[src/rtl/wb_write_queue.sv]
// In-order register write-back queue with one-hot retire port and read forwarding.
// Define WBQ_FWD_EN to build the pending-write forwarding comparators.
module wb_write_queue #(
  parameter int DEPTH = 4,
  parameter int AW    = 2
) (
  input  logic          clk,
  input  logic          rst,
  input  logic          wr_valid,
  output logic          wr_ready,
  input  logic [3:0]    wr_reg,
  input  logic [15:0]   wr_data,
  input  logic          drain_en,
  output logic [15:0]   D,
  output logic [15:0]   WriteReg,
  input  logic [3:0]    SrcReg1,
  input  logic [3:0]    SrcReg2,
  output logic          fwd_hit1,
  output logic [15:0]   fwd_data1,
  output logic          fwd_hit2,
  output logic [15:0]   fwd_data2,
  output logic [AW:0]   count,
  output logic          empty
);

  logic [3:0]    reg_q [DEPTH];
  logic [15:0]   dat_q [DEPTH];

  logic [AW-1:0] wp_q, wp_d;
  logic [AW-1:0] rp_q, rp_d;
  logic [AW:0]   cnt_q, cnt_d;
  logic [15:0]   d_q, d_d;
  logic [15:0]   we_q, we_d;

  logic full;
  logic push_hs;
  logic enq;
  logic pop;

  assign full     = (cnt_q == (AW+1)'(DEPTH));
  assign wr_ready = !full;
  assign empty    = (cnt_q == '0);
  assign count    = cnt_q;
  assign D        = d_q;
  assign WriteReg = we_q;

  // R0 is hardwired zero: handshake completes, nothing is stored
  assign push_hs = wr_valid && wr_ready;
  assign enq     = push_hs && (wr_reg != 4'd0);
  assign pop     = drain_en && !empty;

  always_comb begin
    wp_d  = wp_q;
    rp_d  = rp_q;
    cnt_d = cnt_q;
    d_d   = d_q;
    we_d  = 16'h0000;
    if (enq) begin
      wp_d = wp_q + AW'(1);
    end
    if (pop) begin
      rp_d = rp_q + AW'(1);
      d_d  = dat_q[rp_q];
      we_d = 16'h0001 << reg_q[rp_q];
    end
    unique case (1'b1)
      (enq && !pop): cnt_d = cnt_q + (AW+1)'(1);
      (pop && !enq): cnt_d = cnt_q - (AW+1)'(1);
      default:       cnt_d = cnt_q;
    endcase
  end

  always_ff @(posedge clk) begin
    if (!rst) begin
      wp_q  <= '0;
      rp_q  <= '0;
      cnt_q <= '0;
      d_q   <= 16'h0000;
      we_q  <= 16'h0000;
    end else begin
      wp_q  <= wp_d;
      rp_q  <= rp_d;
      cnt_q <= cnt_d;
      d_q   <= d_d;
      we_q  <= we_d;
    end
  end

  // Payload storage; validity is implied by rp/count
  always_ff @(posedge clk) begin
    if (enq) begin
      reg_q[wp_q] <= wr_reg;
      dat_q[wp_q] <= wr_data;
    end
  end

`ifdef WBQ_FWD_EN
  logic [3:0] oreg_q;

  always_ff @(posedge clk) begin
    if (!rst) begin
      oreg_q <= 4'd0;
    end else if (pop) begin
      oreg_q <= reg_q[rp_q];
    end
  end

  // Oldest-to-newest scan so the newest match wins; output stage is lowest priority
  function automatic logic [16:0] lookup(input logic [3:0] src);
    logic          hit;
    logic [15:0]   val;
    logic [AW-1:0] idx;
    hit = (we_q != 16'h0000) && (oreg_q == src);
    val = hit ? d_q : 16'h0000;
    for (int i = 0; i < DEPTH; i++) begin
      idx = rp_q + AW'(i);
      if (((AW+1)'(i) < cnt_q) && (reg_q[idx] == src)) begin
        hit = 1'b1;
        val = dat_q[idx];
      end
    end
    if (src == 4'd0) begin
      hit = 1'b0;
      val = 16'h0000;
    end
    return {hit, val};
  endfunction

  always_comb begin
    {fwd_hit1, fwd_data1} = lookup(SrcReg1);
    {fwd_hit2, fwd_data2} = lookup(SrcReg2);
  end
`else
  logic unused_fwd;

  assign unused_fwd = ^{SrcReg1, SrcReg2};
  assign fwd_hit1   = 1'b0;
  assign fwd_data1  = 16'h0000;
  assign fwd_hit2   = 1'b0;
  assign fwd_data2  = 16'h0000;
`endif

endmodule

[config.mk]
export PLATFORM = sky130hd
export DESIGN_NAME = wb_write_queue
export DESIGN_NICKNAME = d
export VERILOG_FILES = /design/src/rtl/wb_write_queue.sv
export SDC_FILE = /design/constraint.sdc
export NUM_CORES = 1
export LEC_CHECK = 0
export BUFFER_PORTS_ARGS = -buffer_cell sky130_fd_sc_hd__buf_2
export CAP_MARGIN = 20
export CELL_PAD_IN_SITES_DETAIL_PLACEMENT = 0
export CELL_PAD_IN_SITES_GLOBAL_PLACEMENT = 1
export CORE_UTILIZATION = 44
export CTS_CLUSTER_DIAMETER = 80
export DETAILED_ROUTE_END_ITERATION = 10
export PLACE_DENSITY = 0.78
export SYNTH_ARGS = -nofsm -noshare
export SYNTH_HDL_FRONTEND = slang
export SYNTH_SLANG_ARGS = --single-unit
[constraint.sdc]
create_clock -name clk -period 2.7 [get_ports clk]
set_clock_uncertainty 0.2 [all_clocks]
set_input_delay 0.135 -clock clk [delete_from_list [all_inputs] [get_ports clk]]
set_output_delay 0.135 -clock clk [all_outputs]
set_load 0.02 [all_outputs]
Word level (Yosys, flattened, before mapping)
Memories as Yosys holds them, arrays and structs flattened. A register that Yosys moved wholly into a read port is not among the register bits.
Index checks and enable logic that the tools add are counted.
- flip-flop bits (word level): 23
- bits in latches: 0
- memory bits (writable): 80
- bits in read-only memories: 0
- input bits: 32
- output and inout port bits: 71
- logic and storage cells: 31
- memories kept: 2
- memories (memory ; depth ; width ; rd ports ; clocked after memory_dff ; wr ports ; line ; source):
    dat_q ; 4 ; 16 ; 1 ; 1 ; 1 ; 27 ; logic [15:0] dat_q [DEPTH];
    reg_q ; 4 ; 4 ; 1 ; 1 ; 1 ; 26 ; logic [3:0] reg_q [DEPTH];
- $add $sub $neg: 4
- $mul: 0
- div/mod/pow operators: 0
- magnitude comparators: 0
- equality and inequality tests: 1
- shift-type cells: 1
- multiplexer cells: 5
- bitwise operators: 0
- reductions and logical operators: 14
- operators by type and width (cell ; count):
    1-bit by 4-bit left shift with 16-bit output, first input constant ; 1
    3-bit case mux with 2 select lines ; 1
    1-bit logical AND ; 5
    1-bit logical NOT ; 5
    2-bit by 1-bit adder with 2-bit output, second input constant ; 2
    2-bit two-way mux ; 2
    4-bit nonzero test ; 1
    3-bit by 1-bit adder with 3-bit output, second input constant ; 1
    3-bit equality test, second input constant ; 1
    3-bit logical NOT ; 1
    3-bit by 1-bit subtractor with 3-bit output, second input constant ; 1
    1-bit two-way mux ; 2
    2-bit AND reduction ; 1
    2-bit nonzero test ; 1

Longest topological paths before layout
- depth after elaboration: 7
- depth in mapped cells: 9
- gate-level depth less buffers: 9

Worst setup path after synthesis
No wires, ideal clock.
- kind: register to register
- start: register cnt_q[0] (netlist: count[0])
- end: register cnt_q[2] (netlist: count[2])
- library setup time: 0.070 ns
- arrival time: 2.218 ns
- data required time: 2.430 ns
- path slack: 0.212 ns
- cell stages (with the launch flop): 10
- path buffers: 1
- cell sequence: dfxtp_1 -> o31ai_1 -> inv_1 -> clkbuf_1 -> ha_1 -> inv_1 -> fa_1 -> xor2_1 -> or3_1 -> a21oi_1
- elaborated cells between the ends (all ways): 15
- RTL lines (item ; line ; source):
    start, declared ; 31 ; logic [AW:0] cnt_q, cnt_d;
    start signal, assigned ; 83 ; cnt_q <= cnt_d;
    3-bit logical NOT (*) ; 42 ; assign empty = (cnt_q == '0);
    1-bit logical NOT (*) ; 50 ; assign pop = drain_en && !empty;
    1-bit logical AND (*) ; 50 ;
    via pop ; 38 ; logic pop;
    1-bit logical NOT ; 67 ; (enq && !pop): cnt_d = cnt_q + (AW+1)'(1);
    1-bit logical AND ; 67 ;
    3-bit case mux with 2 select lines or 2-bit nonzero test (tied branches) ; - ;
The timed path passes the listed nets; every way through them passes the cells marked *.
A chain may end at the register's enable or synchronous reset.

Worst setup path in the final report
- start: input wr_reg[0]
- end: register cnt_q[2] (netlist: count[2])
- word-level cells in the longest chain between the ends: 5
- elaborated cells between the ends (all ways): 7
- RTL lines (item ; line ; source):
    start, declared ; 11 ; input logic [3:0] wr_reg,
    4-bit nonzero test (*) ; 49 ; assign enq = push_hs && (wr_reg != 4'd0);
    1-bit logical AND (*) ; 49 ;
    1-bit logical NOT ; 68 ; (pop && !enq): cnt_d = cnt_q - (AW+1)'(1);
    1-bit logical AND ; 68 ;
    3-bit case mux with 2 select lines or 2-bit nonzero test (tied branches) ; - ;
Mark *: on every way between the ends. The rest lies on a longest branch, timed or not.

==> impl_metrics.py <==
metrics = {
    "power_and_ir_drop": {
        "finalPower_uw": 5837,
        "p_per_area_mw_per_mm2": 991.7,
        "power.leakage_uw": 0.002248,
        "vdd_ir_drop_max_mv": 0.4903,
    },
    "floorplan": {
        "core_area_sq_mm": 0.01028,
        "ios": 103,
        "die_h_um": 104.9,
        "die_w_um": 104.9,
        "fp.dieArea_sq_mm": 0.01101,
        "rows": 37,
        "start_util_pct": 45.36,
    },
    "cts": {
        "clkTransAtPathRegs_ns": 0.05,
        "clk_path_buf_depth": 2,
        "cts_tree": "yes",
        "clock-sinks": 121,
        "cts_resized": 0,
        "ctsRootBufferMaster": "clkbuf_8",
        "cts_buffers": 17,
        "htree_levels": 4,
        "clk_latency_ns": 0.51,
        "post_cts_buffers": 0,
        "ctsHoldBuffers": 23,
    },
    "routing": {
        "viasPerCell": 4.854,
        "vias": 2733,
        "drc": 0,
        "dr.pass1.iters": 4,
        "drt-total-wl_um": 8780,
        "drt_iter0_drc": 122,
        "wl_per_cell_um": 15.60,
        "ant_nets": 0,
    },
    "yosys": {
        "synth-edff-count": 80,
        "syn_area_per_cell_sq_um": 15.09,
        "postSynth.asyncResetShare_pct": 0,
        "synth_top_area_share_pct": 51.53,
        "seq_area_frac_synth_pct": 69.14,
        "synth_area_sq_mm": 0.004662,
        "synthCells": 309,
        "ys_ff_latch": 121,
        "synth_largest_area_cell": "edfxtp_1",
        "ys.flop_type": "edfxtp_1",
        "netlist_top_cells_area": "edfxtp_1 (52%), dfxtp_1 (18%), mux4_2 (9.7%)",
        "synth_warnings": 0,
        "synth_cell_types": 32,
    },
    "sta": {
        "fin_ws_ns": 0.1376,
        "rsz0062_at_grt": "false",
        "fmax_mhz": 390.3,
        "fin_crit_sh_pct": 94.90,
        "finalHoldViolations": 0,
        "slew_violations": 0,
        "finalSetupViolations": 0,
        "final.min_clock_period_ns": 2.562,
        "fin_setup_tns_ns": 0,
        "slew_headroom_pct": 37.04,
        "worstMarginPinSlew_ns": 0.9433,
    },
    "placed_design": {
        "place_congestion": 0.7268,
        "port-buffer-count": 60,
        "dp_slack_ns": 0.2002,
        "post-dp-hpwl_um": 5479,
    },
    "cells_and_area": {
        "num-nets-final": 452,
        "syn_to_final_growth_pct": 26.25,
        "layout-drive-gt1-share_pct": 31.15,
        "final_common_cell": "edfxtp_1",
        "fillers": 833,
        "antenna_cells": 0,
        "most-common-layout-cells": "edfxtp_1 (80), buf_2 (60), dfxtp_1 (41)",
    },
    "global_route": {
        "grt_pass1_wl_um": 14130,
        "grt_remaining_overflow": 0,
        "antenna_found_initial": 0,
        "grt_max_degree": 26,
        "grt_pass1_vias": 2728,
        "grt_use_total_pct": 17.62,
    },
    "worst_setup_path": {
        "crit_top_cell": "inv_1",
        "worst_setup_path_end_kind": "flop",
        "critPathRequiredTime_ns": 2.93,
        "crit_path_cell_trace": "dlygate4sd3_1 > buf_2 > o41ai_1 > buf_4 > nor2_1 > inv_1 > ha_1 > inv_1 > fa_1 > xor2_1 > or3_1 > a21oi_1",
        "startpoint_type": "input pin",
        "crit_path_top_delay_cell": "dlygate4sd3_1",
        "crit_fanout": 6,
        "cpPeakStageDelay_ns": 0.55,
        "critPathKind": "in2reg",
        "cp.arrival_ns": 2.79,
        "cp_top_family": "buffers and inverters",
        "cp_num_buf_inv": 5,
    },
    "flow_run": {
        "max_cap_violations": 0,
    },
    "run_status": {
        "status": "completed",
    },
    "min_path": {
        "hold_path_class": "in2reg",
    },
}
sequential cells by signal (all words and copies together) (netlist names), named ones only:
name      cells
wp_q          2
WriteReg     16
count         3
reg_q        16
dat_q        64
D            16
rp_q          2
final timing paths:
| check | slack, ns | cells after the start | endpoint | startpoint |
|---|---|---|---|---|
| worst min-delay path | 0.17 | 2 | dat_q[2][12] | wr_data[12] |
| worst max register to register | 0.27 | 9 | count[2] | count[2] |
| worst max-delay path | 0.14 | 12 | count[2] | wr_reg[0] |
| worst min register to register | 0.25 | 2 | D[12] | D[12] |
per-stage QoR:
step	instance area (sq um)	instances	utilization, %	hold WS, ns
finish	5886	563	57.27	0.1745
global route	5886	563	57.27	0.1665
CTS	5886	563	57.27	0.1475
detailed placement	5071	508	49.34	0.1556
global placement	5071	508	49.34	0.1480
floorplan	4786	342	-	0.03387
Yosys cell counts (3+ instances only):
library cell  number
a21oi_1           21
and3_1             4
buf_2              3
buf_4             35
clkbuf_1           6
dfxtp_1           41
edfxtp_1          80
ha_1               5
inv_1             11
mux4_2            20
nand2_1           33
nand3_1            4
nor2_1            10
nor3_1             9
nor3_2             4
o21ai_0            4
logic make-up (layout without fill, tap and decap cells):
logic type / count (synthesis) / count (layout) / synth area share [%]
other: 1 / 34 / 0.08044
AO/OA/AOI/OAI: 28 / 28 / 3.274
multiplexers: 20 / 20 / 9.662
flip-flops: 121 / 121 / 69.14
AND/OR/NAND/NOR: 74 / 74 / 7.944
XOR/XNOR: 3 / 3 / 0.5637
buffers and inverters: 56 / 141 / 7.568
adder cells (fa/ha/maj): 6 / 6 / 1.771
worst register-to-register path, stage by stage (launching register included):
cell     delay, ns
dfxtp_1       0.45
nor3b_1       0.31
nor2_1        0.09
inv_1         0.06
ha_1          0.17
inv_1         0.07
fa_1          0.38
xor2_1        0.16
or3_1         0.31
a21oi_1       0.14
power by group:
group / internal (uW) / total (uW) / switching [uW] / leakage [uW]
sequential: 2190 / 2310 / 121 / 0.00107
clock: 1420 / 2200 / 781 / 0.000277
combinational: 541 / 1320 / 779 / 0.000905
per-layer routing:
layer | up-vias | global-route usage [%] | share of wire, %
li1 | 1274 | - | -
met1 | 1331 | 21.66 | 43
met2 | 110 | 28.76 | 50
met3 | 18 | 4.991 | 5.3
met4 | 0 | 8.350 | 1.7
met5 | - | 0 | 0
layout make-up:
type	count	area [sq um]	area share, %
Clock inverter	12	148.9	2.530
Multi-Input combinational cell	165	1224	20.79
Clock buffer	20	435.4	7.398
Tap cell	136	170.2	2.891
Sequential cell	121	3223	54.76
Inverter	11	41.29	0.7015
Timing Repair Buffer	98	643.1	10.93
Power figures use the tool's default switching activity.
